`config.mk`:
```
export PLATFORM = sky130hd
export DESIGN_NAME = pic_prio_core
export DESIGN_NICKNAME = d
export VERILOG_FILES = /design/src/rtl/pic_prio_core.sv
export SDC_FILE = /design/constraint.sdc
export NUM_CORES = 1
export LEC_CHECK = 0
export ABC_AREA = 1
export CORE_ASPECT_RATIO = 1.2
export CORE_UTILIZATION = 40
export CTS_BUF_LIST = sky130_fd_sc_hd__clkbuf_4 sky130_fd_sc_hd__clkbuf_8 sky130_fd_sc_hd__clkbuf_16
export DETAILED_ROUTE_END_ITERATION = 12
export DONT_BUFFER_PORTS = 1
export GPL_ROUTABILITY_DRIVEN = 0
export HOLD_SLACK_MARGIN = 0.03
export PLACE_DENSITY = 0.59
export SETUP_SLACK_MARGIN = 0.1
export SYNTH_ARGS = -nofsm -noshare
export SYNTH_HDL_FRONTEND = slang
export SYNTH_SLANG_ARGS = --single-unit
```
`constraint.sdc`:
```
create_clock -name clk -period 10.2 [get_ports clk]
set_clock_uncertainty 0.2 [all_clocks]
set_input_delay 2.55 -clock clk [delete_from_list [all_inputs] [get_ports clk]]
set_output_delay 2.55 -clock clk [all_outputs]
set_load 0.05 [all_outputs]
```
`src/rtl/pic_prio_core.sv`:
```
// Parametrised priority interrupt core: IRR/ISR/IMR, nested or rotating priority,
// two-pulse INTA acknowledge with vector delivery and normal or automatic EOI.
module pic_prio_core #(
    parameter int NIRQ = 8,
    parameter int VBW  = 5,
    localparam int LW  = $clog2(NIRQ)
) (
    input  logic              clk,
    input  logic              rst_n,
    input  logic [NIRQ-1:0]   ir,
    input  logic              ltim,
    input  logic              aeoi,
    input  logic              imr_we,
    input  logic [NIRQ-1:0]   imr_wd,
    input  logic              eoi_cmd,
    input  logic              eoi_spec,
    input  logic [LW-1:0]     eoi_lvl,
    input  logic              rot,
    input  logic [VBW-1:0]    vec_base,
    input  logic              inta,
    output logic              intr,
    output logic              vec_valid,
    output logic [VBW+LW-1:0] vec,
    output logic [NIRQ-1:0]   irr,
    output logic [NIRQ-1:0]   isr,
    output logic [NIRQ-1:0]   imr,
    output logic              fsm_state
);

    typedef enum logic {IDLE = 1'b0, ACK1 = 1'b1} state_t;

    // Handshake: inta is a single-cycle strobe; the first one (taken only while intr
    // is high in IDLE) latches the level, the second one delivers vec with vec_valid.
    state_t          state, state_n;
    logic [NIRQ-1:0] ir_q;
    logic [LW-1:0]   lp, lvl;
    logic            spurious;
    logic            take, done;
    logic            cand_ok, cur_ok, outranks;
    logic [LW-1:0]   cand, cur;
    logic [NIRQ-1:0] ack_set, eoi_clr, aeoi_clr, edges;

    // Scan from lowest to highest priority so the last hit is the winner.
    function automatic logic [LW:0] pick(input logic [NIRQ-1:0] v, input logic [LW-1:0] low);
        logic [LW:0]   r;
        logic [LW-1:0] i;
        r = '0;
        for (int k = NIRQ - 1; k >= 0; k--) begin
            i = low + LW'(k) + LW'(1);
            if (v[i]) r = {1'b1, i};
        end
        return r;
    endfunction

    function automatic logic [LW-1:0] rank(input logic [LW-1:0] idx, input logic [LW-1:0] low);
        return idx - low - LW'(1);
    endfunction

    assign {cand_ok, cand} = pick(irr & ~imr, lp);
    assign {cur_ok, cur}   = pick(isr, lp);
    assign outranks        = rank(cand, lp) < rank(cur, lp);
    assign fsm_state       = (state == ACK1);

    always_comb begin
        state_n = state;
        take    = 1'b0;
        done    = 1'b0;
        case (state)
            IDLE: if (inta && intr) begin
                take    = 1'b1;
                state_n = ACK1;
            end
            ACK1: if (inta) begin
                done    = 1'b1;
                state_n = IDLE;
            end
            default: state_n = IDLE;
        endcase
    end

    always_ff @(posedge clk or negedge rst_n) begin
        if (!rst_n) state <= IDLE;
        else        state <= state_n;
    end

    always_comb begin
        edges    = ir & ~ir_q;
        ack_set  = (take && cand_ok) ? (NIRQ'(1) << cand) : '0;
        aeoi_clr = (done && aeoi && !spurious) ? (NIRQ'(1) << lvl) : '0;
        eoi_clr  = '0;
        if (eoi_cmd) begin
            if (eoi_spec)    eoi_clr = NIRQ'(1) << eoi_lvl;
            else if (cur_ok) eoi_clr = NIRQ'(1) << cur;
        end
    end

    always_ff @(posedge clk or negedge rst_n) begin
        if (!rst_n) begin
            ir_q      <= '0;
            irr       <= '0;
            isr       <= '0;
            imr       <= '0;
            lp        <= LW'(NIRQ - 1);
            lvl       <= '0;
            spurious  <= 1'b0;
            intr      <= 1'b0;
            vec_valid <= 1'b0;
            vec       <= '0;
        end else begin
            ir_q <= ir;
            if (ltim) irr <= ir;
            else      irr <= (irr & ~ack_set) | edges;
            // An ACK setting a bit overrides any clear aimed at the same bit.
            isr <= (isr & ~eoi_clr & ~aeoi_clr) | ack_set;
            if (imr_we) imr <= imr_wd;
            if (eoi_cmd && rot && eoi_spec)        lp <= eoi_lvl;
            else if (eoi_cmd && rot && cur_ok)     lp <= cur;
            else if (done && aeoi && rot)          lp <= lvl;
            if (take) begin
                lvl      <= cand_ok ? cand : LW'(NIRQ - 1);
                spurious <= !cand_ok;
            end
            intr      <= (state == IDLE) && !take && cand_ok && (!cur_ok || outranks);
            vec_valid <= done;
            if (done) vec <= {vec_base, lvl};
        end
    end

endmodule

```
==> results of run 1 <==
-- through the flow --
stage	hold WS, ps	instance area, um^2	util (%)
6_report	339	4140	43.5
5_1_grt	396	4140	43.5
4_1_cts	347	4140	43.5
3_5_place_dp	339	3970	41.7
3_3_place_gp	315	3970	41.7
2_1_floorplan	281	3910	-
-- cell families (layout without fill, tap and decap cells) --
logic type	after synthesis	after routing
simple gates	337	337
buf+inv	91	86
compound gates	81	81
flops	50	50
fa+ha+maj	9	9
xor+xnor	8	8
mux	4	4
-- per-layer routing --
metal / vias up / part of all wire, %
li1: 1844 / -
met1: 1699 / 43
met2: 119 / 49
met3: 28 / 5.3
met4: 0 / 3.2
met5: - / 0
-- layout by cell type (no fill, tap or decap), types with 2 or more instances in the layout --
master     netlist  final
nor2_4           4      4
nor2_1          24     24
o21a_1           5      5
o21ai_2          3      3
nand4_1          5      5
nand2_2         10     10
dfstp_2          3      3
fa_1             2      2
inv_1           66     66
nor3_1           2      2
a21oi_1         29     29
o211ai_1         3      3
a22oi_1          2      2
xnor2_1          2      2
mux2_2           4      4
dfrtp_1         47     47
inv_2            6      6
xor2_1           3      3
clkbuf_16        0      5
o21ai_0         27     27
nand3_1         71     71
inv_6            1      2
clkinv_1         4      4
nand2_1        201    201
and2_1           3      3
nand3_2          4      4
ha_1             7      7
o21ai_1          8      8
nor2_2           4      4
nor4_1           4      4
-- tightest hold or removal path: cells and delay by family, from the launching register on --
family / cells / cell delay (ps)
DFF: 1 / 360
buffers and inverters: 1 / 70
AOI/OAI and AO/OA: 1 / 70
-- worst max-delay path by stage --
stage,start,to,depth (start not counted)
CTS,lp[1],intr,19
detailed placement,lp[1],intr,19
finish,lp[1],intr,19
floorplan,lp[1],intr,19
global placement,lp[1],intr,19
global route,lp[1],intr,19
-- registers in the layout (all words and copies together) (netlist names) --
register	flops
lvl	3
fsm_state	1
imr	8
spurious	1
ir_q	8
vec	8
isr	8
lp	3
intr	1
irr	8
vec_valid	1
-- final cells by class --
cell class	count	share of cell area (%)
clock buffers	5	3.02
clock inverters	3	1.06
inverters	78	7.25
multi-input cells	439	54.7
flip-flops and latches	50	30.3
well taps	123	3.72
==> results.sh, run 1 <==
export IMPL_status="finished clean"
export IMPL_min_period_ps=5080
export IMPL_min_delay_start="spurious"
export IMPL_drc=0
export IMPL_synth_common_cells="nand2_1 (201), nand3_1 (71), inv_1 (66)"
export IMPL_htreeDepth=2
export IMPL_critPathBufInv=2
export IMPL_max_cap_violations=0
export IMPL_overflow=0
export IMPL_ioPinCount=68
export IMPL_avgSynthCellArea_um2=6.74
export IMPL_use_met3_pct=4.18
export IMPL_critPathKind="reg -> reg"
export IMPL_synth_edf_count=0
export IMPL_synth_top_area_share_pct=30.1
export IMPL_routed_via_count=3690
export IMPL_met2_usage_pct=38.2
export IMPL_reg2reg_to="intr"
export IMPL_ys_seq_elements=50
export IMPL_synth_warnings=0
export IMPL_grt_first_pass_wirelength_mm=17.4
export IMPL_finalSetupViolCount=0
export IMPL_synth_compound_area_share_pct=11.9
export IMPL_post_layout_nonfiller_instances=698
export IMPL_final_hold_viol_count=0
export IMPL_multi_input_area_mm2=0.00226
export IMPL_post_cts_buffers=0
export IMPL_cts_clk_slew_worst_paths_ps=70
export IMPL_slew_headroom_pct=56.4
export IMPL_root_buffer="clkbuf_16"
export IMPL_r2r_start="lp[1]"
export IMPL_synth_most_common_cell="nand2_1"
export IMPL_yosys_cell_types_count=46
export IMPL_layout_nets=616
export IMPL_tightestPinTransition_ps=653
export IMPL_grt_pass1_vias=3617
export IMPL_hp_class="reg -> reg"
export IMPL_core_region_area_mm2=0.00952
export IMPL_netlist_instances=580
export IMPL_worst_ep_arrival_time_ps=5100
export IMPL_cp_start_kind="flip-flop"
export IMPL_rows=39
export IMPL_grt_usage_pct=22.3
export IMPL_synth_mux_area_fraction_pct=1.15
export IMPL_use_met1_pct=27.1
export IMPL_syn_nets=622
export IMPL_setup_tns_ps=0
export IMPL_max_clock_freq_mhz=197
export IMPL_synth_xor_area_share_pct=2.95
export IMPL_vias_per_cell=5.29
export IMPL_syn_area_mm2=0.00391
export IMPL_fin_crit_sh_pct=49.8
export IMPL_drive_above_1_share_pct=9.74
export IMPL_rsz0062_at_grt="false"
export IMPL_clock_sinks=50
export IMPL_routedWlPerCell_um=15.4
export IMPL_start_util_pct=41.1
export IMPL_clk_latency_ps=290
export IMPL_cts_max_path_buffers=2
export IMPL_fp_dieArea_mm2=0.0102
export IMPL_yosys_most_used_dff="dfrtp_1"
export IMPL_cp_cell_sequence="clkinv_1, ha_1, xnor2_2, nor2_1, o21bai_4, nand2_4, nor2_4, a21oi_1, or2_1, nand2_2, inv_2, ha_1, fa_1, xnor2_1, xor2_1, ha_1, a21oi_1, a21oi_1, nor3_1"
export IMPL_dp_slack_ps=5110
export IMPL_yosys_area_top_type="dfrtp_1"
export IMPL_regToRegSetupSlack_ps=5120
export IMPL_first_pass_iters=6
export IMPL_final_seq_area_mm2=0.00125
export IMPL_synth_top_family_by_area="simple AND/OR/NAND/NOR gates"
export IMPL_antenna_cells=0
export IMPL_numCtsBuffers=5
export IMPL_yosysSeqAreaShare_pct=32.1
export IMPL_crit_required_ps=10220
export IMPL_first_iter_violations=221
export IMPL_critPathTopFamily="adder cells"
export IMPL_synth_fa_ha_area_share_pct=3.27
export IMPL_hold_buffers=0
export IMPL_reg2reg_depth=19
export IMPL_die_x_um=92.2
export IMPL_area_delta_synth_final_pct=5.99
export IMPL_cpMaxStageDelayCell="dfstp_2"
export IMPL_hold_depth=2
export IMPL_endpoint_kind="flip-flop"
export IMPL_synth_simple_gate_area_share_pct=38.6
export IMPL_grt_max_degree=51
export IMPL_cpPeakStageDelay_ps=730
export IMPL_port_buffers=0
export IMPL_worstPathMaxFanout=16
export IMPL_fillers=983
export IMPL_dp_hpwl_mm=8.49
export IMPL_fin_ws_ps=5120
export IMPL_min_to="spurious"
export IMPL_cts_resized=0
export IMPL_async_flop_share_pct=100
export IMPL_final_antenna_net_count=0
export IMPL_wl_mm=10.8
export IMPL_busiest_layer="met2"
export IMPL_fp_dieH_um=110
export IMPL_cts_tree="built"
export IMPL_dp_cells=690
export IMPL_synth_area_top_cells="dfrtp_1 (30%), nand2_1 (19%), nand3_1 (9.1%)"
export IMPL_antenna_found_initial=0
export IMPL_finalMaxSlewViolations=0
Power of run 1 is not shown: default switching activity piles up to over one toggle a cycle in this logic, so the estimate is an artifact.
==> run 2: changes to the inputs <==
--- a/config.mk
+++ b/config.mk
@@ -13,7 +13,7 @@
 export DONT_BUFFER_PORTS = 1
 export GPL_ROUTABILITY_DRIVEN = 0
 export HOLD_SLACK_MARGIN = 0.03
-export PLACE_DENSITY = 0.59
+export PLACE_DENSITY = 0.61
 export SETUP_SLACK_MARGIN = 0.1
 export SYNTH_ARGS = -nofsm -noshare
 export SYNTH_HDL_FRONTEND = slang
==> constraint.sdc (replaced) <==
create_clock -name clk -period 4.5 [get_ports clk]
set_clock_uncertainty 0.2 [all_clocks]
set_input_delay 1.125 -clock clk [delete_from_list [all_inputs] [get_ports clk]]
set_output_delay 1.125 -clock clk [all_outputs]
set_load 0.05 [all_outputs]
==> results.sh, run 2 (synthesized netlist as in run 1, its figures left out) <==
export IMPL_status="finished clean"
export IMPL_r2r_start="lp[1]"
export IMPL_critPathKind="reg -> reg"
export IMPL_overflow=0
export IMPL_setup_tns_ps=0
export IMPL_cp_start_kind="flip-flop"
export IMPL_mostFrequentLayoutCell="nand2_1"
export IMPL_dp_slack_ps=263
export IMPL_cts_tree="built"
export IMPL_slew_headroom_pct=59.5
export IMPL_drive_above_1_share_pct=12.8
export IMPL_cp_cell_sequence="buf_6, ha_2, xnor2_4, xor2_4, o21bai_4, nand2_4, nor2_4, a21oi_1, or2_1, nand2_2, inv_2, ha_1, fa_1, xnor2_1, xor2_1, ha_1, a21oi_1, a21oi_1, nor3_1"
export IMPL_cpPeakStageDelay_ps=540
export IMPL_fp_dieArea_mm2=0.0102
export IMPL_ioPinCount=68
export IMPL_endpoint_kind="flip-flop"
export IMPL_hold_slack_ps=322
export IMPL_first_iter_violations=233
export IMPL_reg2reg_depth=19
export IMPL_max_clock_freq_mhz=242
export IMPL_first_pass_iters=5
export IMPL_mostFrequentLayoutCells="nand2_1 (201), nand3_1 (71), inv_1 (66), dfrtp_1 (47), a21oi_1 (29)"
export IMPL_fin_ws_ps=371
export IMPL_antenna_found_initial=0
export IMPL_fp_dieH_um=110
export IMPL_numCtsBuffers=5
export IMPL_root_buffer="clkbuf_16"
export IMPL_wl_mm=10.8
export IMPL_hold_buffers=0
export IMPL_crit_required_ps=4510
export IMPL_clock_sinks=50
export IMPL_finalMaxSlewViolations=0
export IMPL_min_period_ps=4130
export IMPL_critPathBufInv=2
export IMPL_reg2reg_to="intr"
export IMPL_area_delta_synth_final_pct=9.96
export IMPL_core_region_area_mm2=0.00952
export IMPL_max_cap_violations=0
export IMPL_crit_path_frequent_cell="a21oi_1"
export IMPL_cts_max_path_buffers=2
export IMPL_rows=39
export IMPL_dpl_cell_area_mm2=0.00409
export IMPL_routed_via_count=3745
export IMPL_critPathTopFamily="adder cells"
export IMPL_clk_latency_ps=290
export IMPL_grt_usage_pct=22.6
export IMPL_routedWlPerCell_um=15.1
export IMPL_cpMaxStageDelayCell="dfstp_2"
export IMPL_cts_clk_slew_worst_paths_ps=70
export IMPL_final_antenna_net_count=0
export IMPL_layout_nets=633
export IMPL_die_x_um=92.2
export IMPL_finalInstanceArea_mm2=0.00430
export IMPL_grt_first_pass_wirelength_mm=17.8
export IMPL_final_hold_viol_count=0
export IMPL_antenna_cells=0
export IMPL_start_util_pct=41.1
export IMPL_hp_class="in -> async"
export IMPL_grt_max_degree=51
export IMPL_rsz0062_at_grt="false"
export IMPL_worst_ep_arrival_time_ps=4140
export IMPL_vias_per_cell=5.24
export IMPL_worstPathMaxFanout=15
export IMPL_htreeDepth=2
export IMPL_port_buffers=0
export IMPL_tightestPinTransition_ps=607
export IMPL_drc=0
export IMPL_regToRegSetupSlack_ps=370
export IMPL_grt_pass1_vias=3601
export IMPL_fin_crit_sh_pct=91.8
export IMPL_dp_hpwl_mm=8.56
export IMPL_finalSetupViolCount=0
## run 2: cell types whose count changed in the layout (fill, tap and decap cells not counted)
cell | previous run | this run
buf_4 | 0 | 16
buf_6 | 0 | 1
bufinv_16 | 1 | 0
clkbuf_8 | 0 | 2
clkinv_2 | 1 | 0
clkinv_4 | 0 | 1
ha_1 | 7 | 4
ha_2 | 0 | 2
ha_4 | 0 | 1
inv_2 | 6 | 5
inv_4 | 1 | 2
inv_6 | 2 | 1
xnor2_2 | 1 | 0
xnor2_4 | 1 | 2
## run 2: timing repair
| item | 4_1_cts | 5_1_grt |
|---|---|---|
| gates resized for setup | 0 | 7 |
| endpoints found under the setup margin | 0 | 1 |
| buffers inserted | 0 | 1 |
| hold endpoints to repair | 0 | 0 |
## run 2: worst register-to-register path, delay by kind of cell (launching register included)
kind                       cells  cell delay, ps
AOI/OAI and AO/OA              4             490
and+or+nand+nor                5             710
buffers and inverters          2             250
DFF                            1             540
xor gates and xnor gates       4             750
adders and majority gates      4            1110
## run 2: layout make-up
| class | instances | area, um^2 |
|---|---|---|
| clock inverters | 1 | 8.76 |
| multi-input cells | 439 | 2290 |
| clock buffers | 7 | 153 |
| flip-flops and latches | 50 | 1250 |
| repair buffers | 17 | 131 |
| fillers | 976 | 5220 |
| well taps | 123 | 154 |
| inverters | 78 | 303 |
## run 2: how the worst max path moves through the flow
| stage | startpoint | to | slack (ps) | cells past startpoint |
|---|---|---|---|---|
| 6_report | lp[1] | intr | 370 | 19 |
| 5_1_grt | lp[1] | intr | 120 | 19 |
| 4_1_cts | lp[0] | intr | 220 | 19 |
| 3_5_place_dp | lp[0] | intr | 260 | 19 |
| 3_3_place_gp | lp[0] | intr | 400 | 19 |
| 2_1_floorplan | lp[1] | intr | 310 | 19 |
## run 2: per-layer routing
metal  up-vias  GRT usage [%]  part of all wire [%]
met5         -              0                     0
met4         0           9.60                   3.0
met3        26           4.53                   6.6
met2       159           38.6                    49
met1      1670           28.0                    42
li1       1890              -                     -
## run 2: metrics by stage
stage          cells  util (%)
2_1_floorplan    580         -
3_3_place_gp     706      43.0
3_5_place_dp     706      43.0
4_1_cts          714      44.7
5_1_grt          715      45.2
6_report         715      45.2
Power of run 2 is left out for the same reason.
